===== src/rtl/agc_pkg.sv =====
// Shared Q8.8 constants and FSM state type for the AGC gain-restore block.
package agc_pkg;

    localparam logic [15:0] UNITY        = 16'h0100;
    localparam logic [15:0] GAIN_MAX_DEF = 16'h1400;
    localparam logic [15:0] RECIP_SAT    = 16'hFFFF;

    // One quotient bit per enabled cycle for a 17-bit dividend (2^16).
    localparam int unsigned DIV_STEPS = 17;

    typedef enum logic [1:0] {
        IDLE,
        DIV,
        DONE
    } agc_state_t;

endpackage


===== src/rtl/agc_recip_div.sv =====
// Sequential restoring divider: quotient = floor(2^16 / gain), saturated to 16 bits.
module agc_recip_div
    import agc_pkg::*;
(
    input  logic        clk,
    input  logic        rst_n,
    input  logic        en,
    input  logic        start,
    input  logic [15:0] gain,
    output logic        done,
    output logic [15:0] quotient
);

    logic [16:0] rem;
    logic [16:0] dvd;
    logic [16:0] quo;
    logic [4:0]  cnt;
    logic [15:0] divisor;

    logic [16:0] rem_sh;
    logic        fits;
    logic [16:0] rem_nx;
    logic [16:0] quo_nx;

    // One restoring step: shift in the next dividend bit, subtract when it fits.
    always_comb begin
        rem_sh = {rem[15:0], dvd[16]};
        fits   = (rem_sh >= {1'b0, divisor});
        rem_nx = fits ? (rem_sh - {1'b0, divisor}) : rem_sh;
        quo_nx = {quo[15:0], fits};
    end

    // The final step's quotient is presented combinationally so the caller can
    // capture it on the same edge that retires the last bit.
    assign done     = en && !start && (cnt == 5'd1);
    assign quotient = quo_nx[16] ? RECIP_SAT : quo_nx[15:0];

    // Divider iteration registers; start reloads and discards any partial result.
    always_ff @(posedge clk or negedge rst_n) begin
        if (!rst_n) begin
            rem     <= '0;
            dvd     <= '0;
            quo     <= '0;
            cnt     <= '0;
            divisor <= UNITY;
        end else if (en) begin
            if (start) begin
                rem     <= '0;
                dvd     <= 17'h1_0000;
                quo     <= '0;
                cnt     <= 5'(DIV_STEPS);
                divisor <= gain;
            end else if (cnt != 5'd0) begin
                rem <= rem_nx;
                dvd <= {dvd[15:0], 1'b0};
                quo <= quo_nx;
                cnt <= cnt - 5'd1;
            end
        end
    end

endmodule


===== src/rtl/agc_gain_restore.sv =====
// Undoes the AGC gain on a sample stream by multiplying with the reciprocal gain,
// switching to a new reciprocal only on a sub-frame boundary.
module agc_gain_restore
    import agc_pkg::*;
#(
    parameter int unsigned FRAME_LEN = 1024,
    parameter logic [15:0] GAIN_MAX  = GAIN_MAX_DEF
) (
    input  logic              clk,
    input  logic              rst_n,
    input  logic              clk_enable,
    input  logic              frame_sync,
    input  logic              in_valid,
    input  logic signed [7:0] in_data,
    input  logic              gain_valid,
    input  logic [15:0]       gain_in,
    output logic              out_valid,
    output logic signed [7:0] out_data,
    output logic              busy,
    output logic              ce_out
);

    localparam int unsigned CW = $clog2(FRAME_LEN);

    agc_state_t   state;
    logic [CW-1:0] sample_cnt;
    logic [15:0]  active_recip;
    logic [15:0]  pending_recip;

    logic         accept;
    logic         frame_start;
    logic         commit;
    logic [15:0]  use_recip;
    logic [15:0]  gain_clamped;
    logic         div_start;
    logic         div_done;
    logic [15:0]  div_quotient;

    logic signed [24:0] din_x;
    logic signed [24:0] rcp_x;
    logic signed [24:0] product;
    logic signed [24:0] shifted;
    logic signed [7:0]  sat_data;

    assign ce_out = clk_enable;

    // Sample acceptance, frame-boundary detection and reciprocal selection.
    // A new gain arriving in DONE discards the pending result, so it blocks commit.
    always_comb begin
        accept      = clk_enable && in_valid;
        frame_start = accept && ((sample_cnt == '0) || frame_sync);
        commit      = frame_start && (state == DONE) && !gain_valid;
        use_recip   = commit ? pending_recip : active_recip;
        div_start   = clk_enable && gain_valid;
        if (gain_in == 16'h0000)
            gain_clamped = UNITY;
        else if (gain_in > GAIN_MAX)
            gain_clamped = GAIN_MAX;
        else
            gain_clamped = gain_in;
    end

    // Signed sample times unsigned Q8.8 reciprocal, back to integer, saturated to 8 bits.
    always_comb begin
        din_x   = {{17{in_data[7]}}, in_data};
        rcp_x   = {9'b0, use_recip};
        product = din_x * rcp_x;
        shifted = product >>> 8;
        if (shifted > 25'sd127)
            sat_data = 8'sd127;
        else if (shifted < -25'sd128)
            sat_data = -8'sd128;
        else
            sat_data = shifted[7:0];
    end

    agc_recip_div u_div (
        .clk      (clk),
        .rst_n    (rst_n),
        .en       (clk_enable),
        .start    (div_start),
        .gain     (gain_clamped),
        .done     (div_done),
        .quotient (div_quotient)
    );

    // Gain FSM: a new gain always restarts the division; results commit on a frame start.
    always_ff @(posedge clk or negedge rst_n) begin
        if (!rst_n) begin
            state         <= IDLE;
            busy          <= 1'b0;
            active_recip  <= UNITY;
            pending_recip <= UNITY;
        end else if (clk_enable) begin
            if (gain_valid) begin
                state <= DIV;
                busy  <= 1'b1;
            end else begin
                case (state)
                    DIV: begin
                        if (div_done) begin
                            state         <= DONE;
                            pending_recip <= div_quotient;
                            busy          <= 1'b0;
                        end
                    end
                    DONE: begin
                        if (commit) begin
                            state        <= IDLE;
                            active_recip <= pending_recip;
                        end
                    end
                    default: begin
                        state <= IDLE;
                    end
                endcase
            end
        end
    end

    // Sample counter and registered output; the frame_sync sample counts as index 0.
    always_ff @(posedge clk or negedge rst_n) begin
        if (!rst_n) begin
            sample_cnt <= '0;
            out_valid  <= 1'b0;
            out_data   <= '0;
        end else if (clk_enable) begin
            out_valid <= in_valid;
            if (in_valid) begin
                sample_cnt <= (frame_sync ? '0 : sample_cnt) + CW'(1);
                out_data   <= sat_data;
            end
        end
    end

endmodule

===== config.mk =====
export PLATFORM = sky130hd
export DESIGN_NAME = agc_gain_restore
export DESIGN_NICKNAME = d
export VERILOG_FILES = /design/src/rtl/agc_pkg.sv /design/src/rtl/agc_recip_div.sv /design/src/rtl/agc_gain_restore.sv
export SDC_FILE = /design/constraint.sdc
export NUM_CORES = 1
export LEC_CHECK = 0
export CORE_MARGIN = 2
export CORE_UTILIZATION = 24
export DETAILED_ROUTE_END_ITERATION = 7
export GPL_TIMING_DRIVEN = 0
export PLACE_DENSITY = 0.46
export SETUP_SLACK_MARGIN = 0.4
export SLEW_MARGIN = 40
export SYNTH_ARGS = -nofsm -noshare
export SYNTH_HDL_FRONTEND = slang
export SYNTH_SLANG_ARGS = --single-unit

===== constraint.sdc =====
create_clock -name clk -period 10.8 [get_ports clk]
set_clock_uncertainty 0.05 [all_clocks]
set_input_delay 2.16 -clock clk [delete_from_list [all_inputs] [get_ports clk]]
set_output_delay 2.16 -clock clk [all_outputs]
set_load 0.05 [all_outputs]

==> impl_metrics.csv, run 1 <==
group,metric,value,unit
floorplanning,dieArea,41800,µm²
timing,max_slew_margin,0.503,
timing,setup_viol,0,
clocking,path_clk_slew,0.08,ns
power_and_ir_drop,p_per_area,135,nW/µm²
clocking,cts_buffers,9,
routing,wl_per_cell,15.3,µm
critical_path,crit_type,"in -> reg",
floorplanning,rows,73,
clocking,post_cts_resized,0,
place,gp_congestion,0.859,
critical_path,cp_slowest_stage_delay,0.64,ns
status,status,"finished clean",
flow_run,cap_violations,0,
critical_path,arrival,9.69,ns
timing,rsz0062_at_grt,"false",
clocking,cts_tree,"done",
routing,vias,7348,
routing,first_pass_iters,5,
global_routing,grt_antenna_before_repair,0,
floorplanning,coreArea,39700,µm²
routing,viasPerCell,4.51,
place,port-buffer-count,40,
clocking,clk_path_buf_depth,2,
clocking,cts_max_level,3,
clocking,cts.hold.buffers_added,0,
synth,yosysUniqueCellTypes,66,
power_and_ir_drop,vdd_drop_max,73.3,µV
critical_path,crit_family,"adder cells",
place,dp_cells,1614,
global_routing,grt_pass1_vias,7399,
synth,synth_edf_count,0,
final_layout,layout-drive-gt1-share,0.0570,
synth,synthArstFlopShare,1.00,
critical_path,cp_slowest_cell,"mux2i_1",
synth,avgSynthCellArea,9.20,µm²
critical_path,start_kind,"primary input",
place,hpwl,19.7,mm
final_layout,diodes,0,
critical_path,worstPathRequired,10.98,ns
global_routing,grt-ovfl-total,0,
timing,finalCritPeriodShare,0.881,
timing,timing.hold.ws,0.435,ns
timing,fmaxAchievable,105,MHz
timing,hold_violations,0,
min_path,hold_class,"reg -> reg",
critical_path,critPathBufInv,6,
synth,synth-seq-cells,108,
synth,ys_warn_count,0,
global_routing,grt_first_pass_wirelength,41.1,mm
global_routing,grtUsageTotal,0.125,
synth,synth_ff_type,"dfrtp_1",
clocking,postCtsSetupBuffers,0,
final_layout,nets,1291,
synth,syn_inst,1048,
place,pre_cts_ws,0.915,ns
routing,drc,0,
floorplanning,die_w,204,µm
power_and_ir_drop,cellLeakagePower,5.16,nW
clocking,root_buffer,"clkbuf_16",
timing,layout_setup_ws,1.29,ns
final_layout,area_growth,14.4,%
synth,yosysSeqAreaShare,0.281,
floorplanning,initial_core_util,0.243,
floorplanning,ioPinCount,41,
final_layout,layoutNonFillerInstCount,1630,
clocking,clock_sinks,108,
routing,totalWireLength,25.0,mm
critical_path,cp_common_cell,"fa_1",
critical_path,cp-end-kind,"register",
critical_path,crit_path_max_fanout,10,
clocking,clock_latency,0.35,ns
synth,syn_area,9650,µm²
floorplanning,die_height,204,µm
timing,worst_pin_slew,0.725,ns
synth,synthesis.nets,1239,
global_routing,grt_max_degree,67,
timing,finalMaxSlewViolations,0,
timing,setup-tns-final,0,ns
routing,initialDrtViolationCount,420,
timing,finalCriticalPeriod,9.51,ns
routing,postRouteAntennaNets,0,
==> power by group <==
group | switching (mW) | total [mW] | internal (mW)
Sequential | 0.0654 | 0.545 | 0.479
Combinational | 0.350 | 0.615 | 0.265
Clock | 0.165 | 0.331 | 0.166
==> cell families (layout without fill, tap and decap cells) <==
| logic type | Yosys count | after routing | synth area share |
|---|---|---|---|
| adders and majority gates | 161 | 161 | 0.274 |
| muxes | 27 | 27 | 0.0289 |
| DFF | 108 | 108 | 0.281 |
| buffers and inverters | 191 | 248 | 0.0757 |
| and+or+nand+nor | 335 | 335 | 0.174 |
| AOI/OAI and AO/OA | 203 | 203 | 0.146 |
| xor gates and xnor gates | 23 | 23 | 0.0209 |
==> cells in the mapped netlist, drive strengths merged, types with 3 or more instances <==
master	number	area, µm²
or3	6	37.5
xor2	7	61.3
nor3	15	75.1
o21ai	49	253
nand3	19	95.1
clkbuf	28	105
a22o	28	245
nand2	82	310
a31oi	7	43.8
or2	3	18.8
nor4	10	62.6
dfstp	3	78.8
o21bai	4	30.0
o211a	4	40.0
o21a	7	60.1
o22ai	8	93.8
and2	32	203
o31ai	3	22.5
fa	84	1680
ha	77	963
a21oi	56	288
nor2b	69	432
inv	155	582
buf	8	43.8
nand4	5	31.3
mux2	7	78.8
xnor2	16	140
mux2i	20	200
nor2	76	285
dfrtp	105	2630
a21o	9	68.8
o211ai	6	45.0
and3	11	68.8
==> metal layers <==
metal / global-route usage / routed length [µm] / vias up
li1: - / - / 3568
met1: 0.174 / 12100 / 3652
met2: 0.199 / 11500 / 100
met3: 0.0155 / 652 / 28
met4: 0.0414 / 707 / 0
met5: 0 / 0 / -
==> per-stage QoR <==
| stage | cell area [µm²] | total power [mW] | util |
|---|---|---|---|
| final | 11000 | 1.49 | 0.278 |
| after CTS | 11000 | 1.51 | 0.278 |
| after global placement | 10700 | 1.17 | 0.269 |
| after global routing | 11000 | 1.62 | 0.278 |
| after floorplan | 9650 | 0.995 | - |
| after detailed placement | 10700 | 1.17 | 0.271 |
==> sequential cells by signal, summed over array words and instances, names as in the netlist <==
name / flops
sample_cnt: 10
u_div.rem: 16
u_div.quo: 16
busy: 1
u_div.cnt: 5
u_div.dvd: 1
active_recip: 16
state: 2
u_div.divisor: 16
out_data: 8
pending_recip: 16
out_valid: 1
==> worst register-to-register path, delay by kind of cell, from the launching register on <==
family / cells / cell delay (ns)
flops: 1 / 0.44
fa+ha+maj: 5 / 2.46
mux: 1 / 0.64
compound gates: 8 / 1.89
buf+inv: 5 / 1.03
simple gates: 6 / 1.24
==> worst paths after layout <==
kind	start	endpoint	slack, ns	cells after the start
max in group asynchronous	rst_n	pending_recip[8]	8.36	2
min in group asynchronous	rst_n	u_div.divisor[6]	1.63	1
worst max-delay path	clk_enable	out_data[3]	1.29	25
worst min register to register	u_div.divisor[10]	u_div.divisor[10]	0.43	1
worst min-delay path	u_div.divisor[10]	u_div.divisor[10]	0.43	1
worst max register to register	sample_cnt[2]	out_data[3]	2.96	25
==> cell type report <==
cell class / count / area [µm²]
Clock inverter: 5 / 42.5
Inverter: 155 / 582
Tap cell: 525 / 657
Timing Repair Buffer: 41 / 433
Fill cell: 4282 / 28700
Sequential cell: 108 / 2710
Clock buffer: 11 / 243
Buffer: 36 / 149
Multi-Input combinational cell: 749 / 6230
==> cells in the final DEF, fill, tap and decap left out, drive strengths merged, types with 15 or more instances in the layout <==
cell and n:
and2 32, nor2 76, a21oi 56, xnor2 16
nor3 15, o21ai 49, clkbuf 39, ha 77
nand3 19, mux2i 20, a22o 28, inv 158
fa 84, clkdlybuf4s50 39, dfrtp 105, nor2b 69
nand2 82
Power figures use the tool's default switching activity.
==> inputs of run 2 (changes only) <==
SKIP_LAST_GASP = 1   (was default)
==> results of run 2 <==
The final DEF is identical to that of run 1; final timing and power are the same.
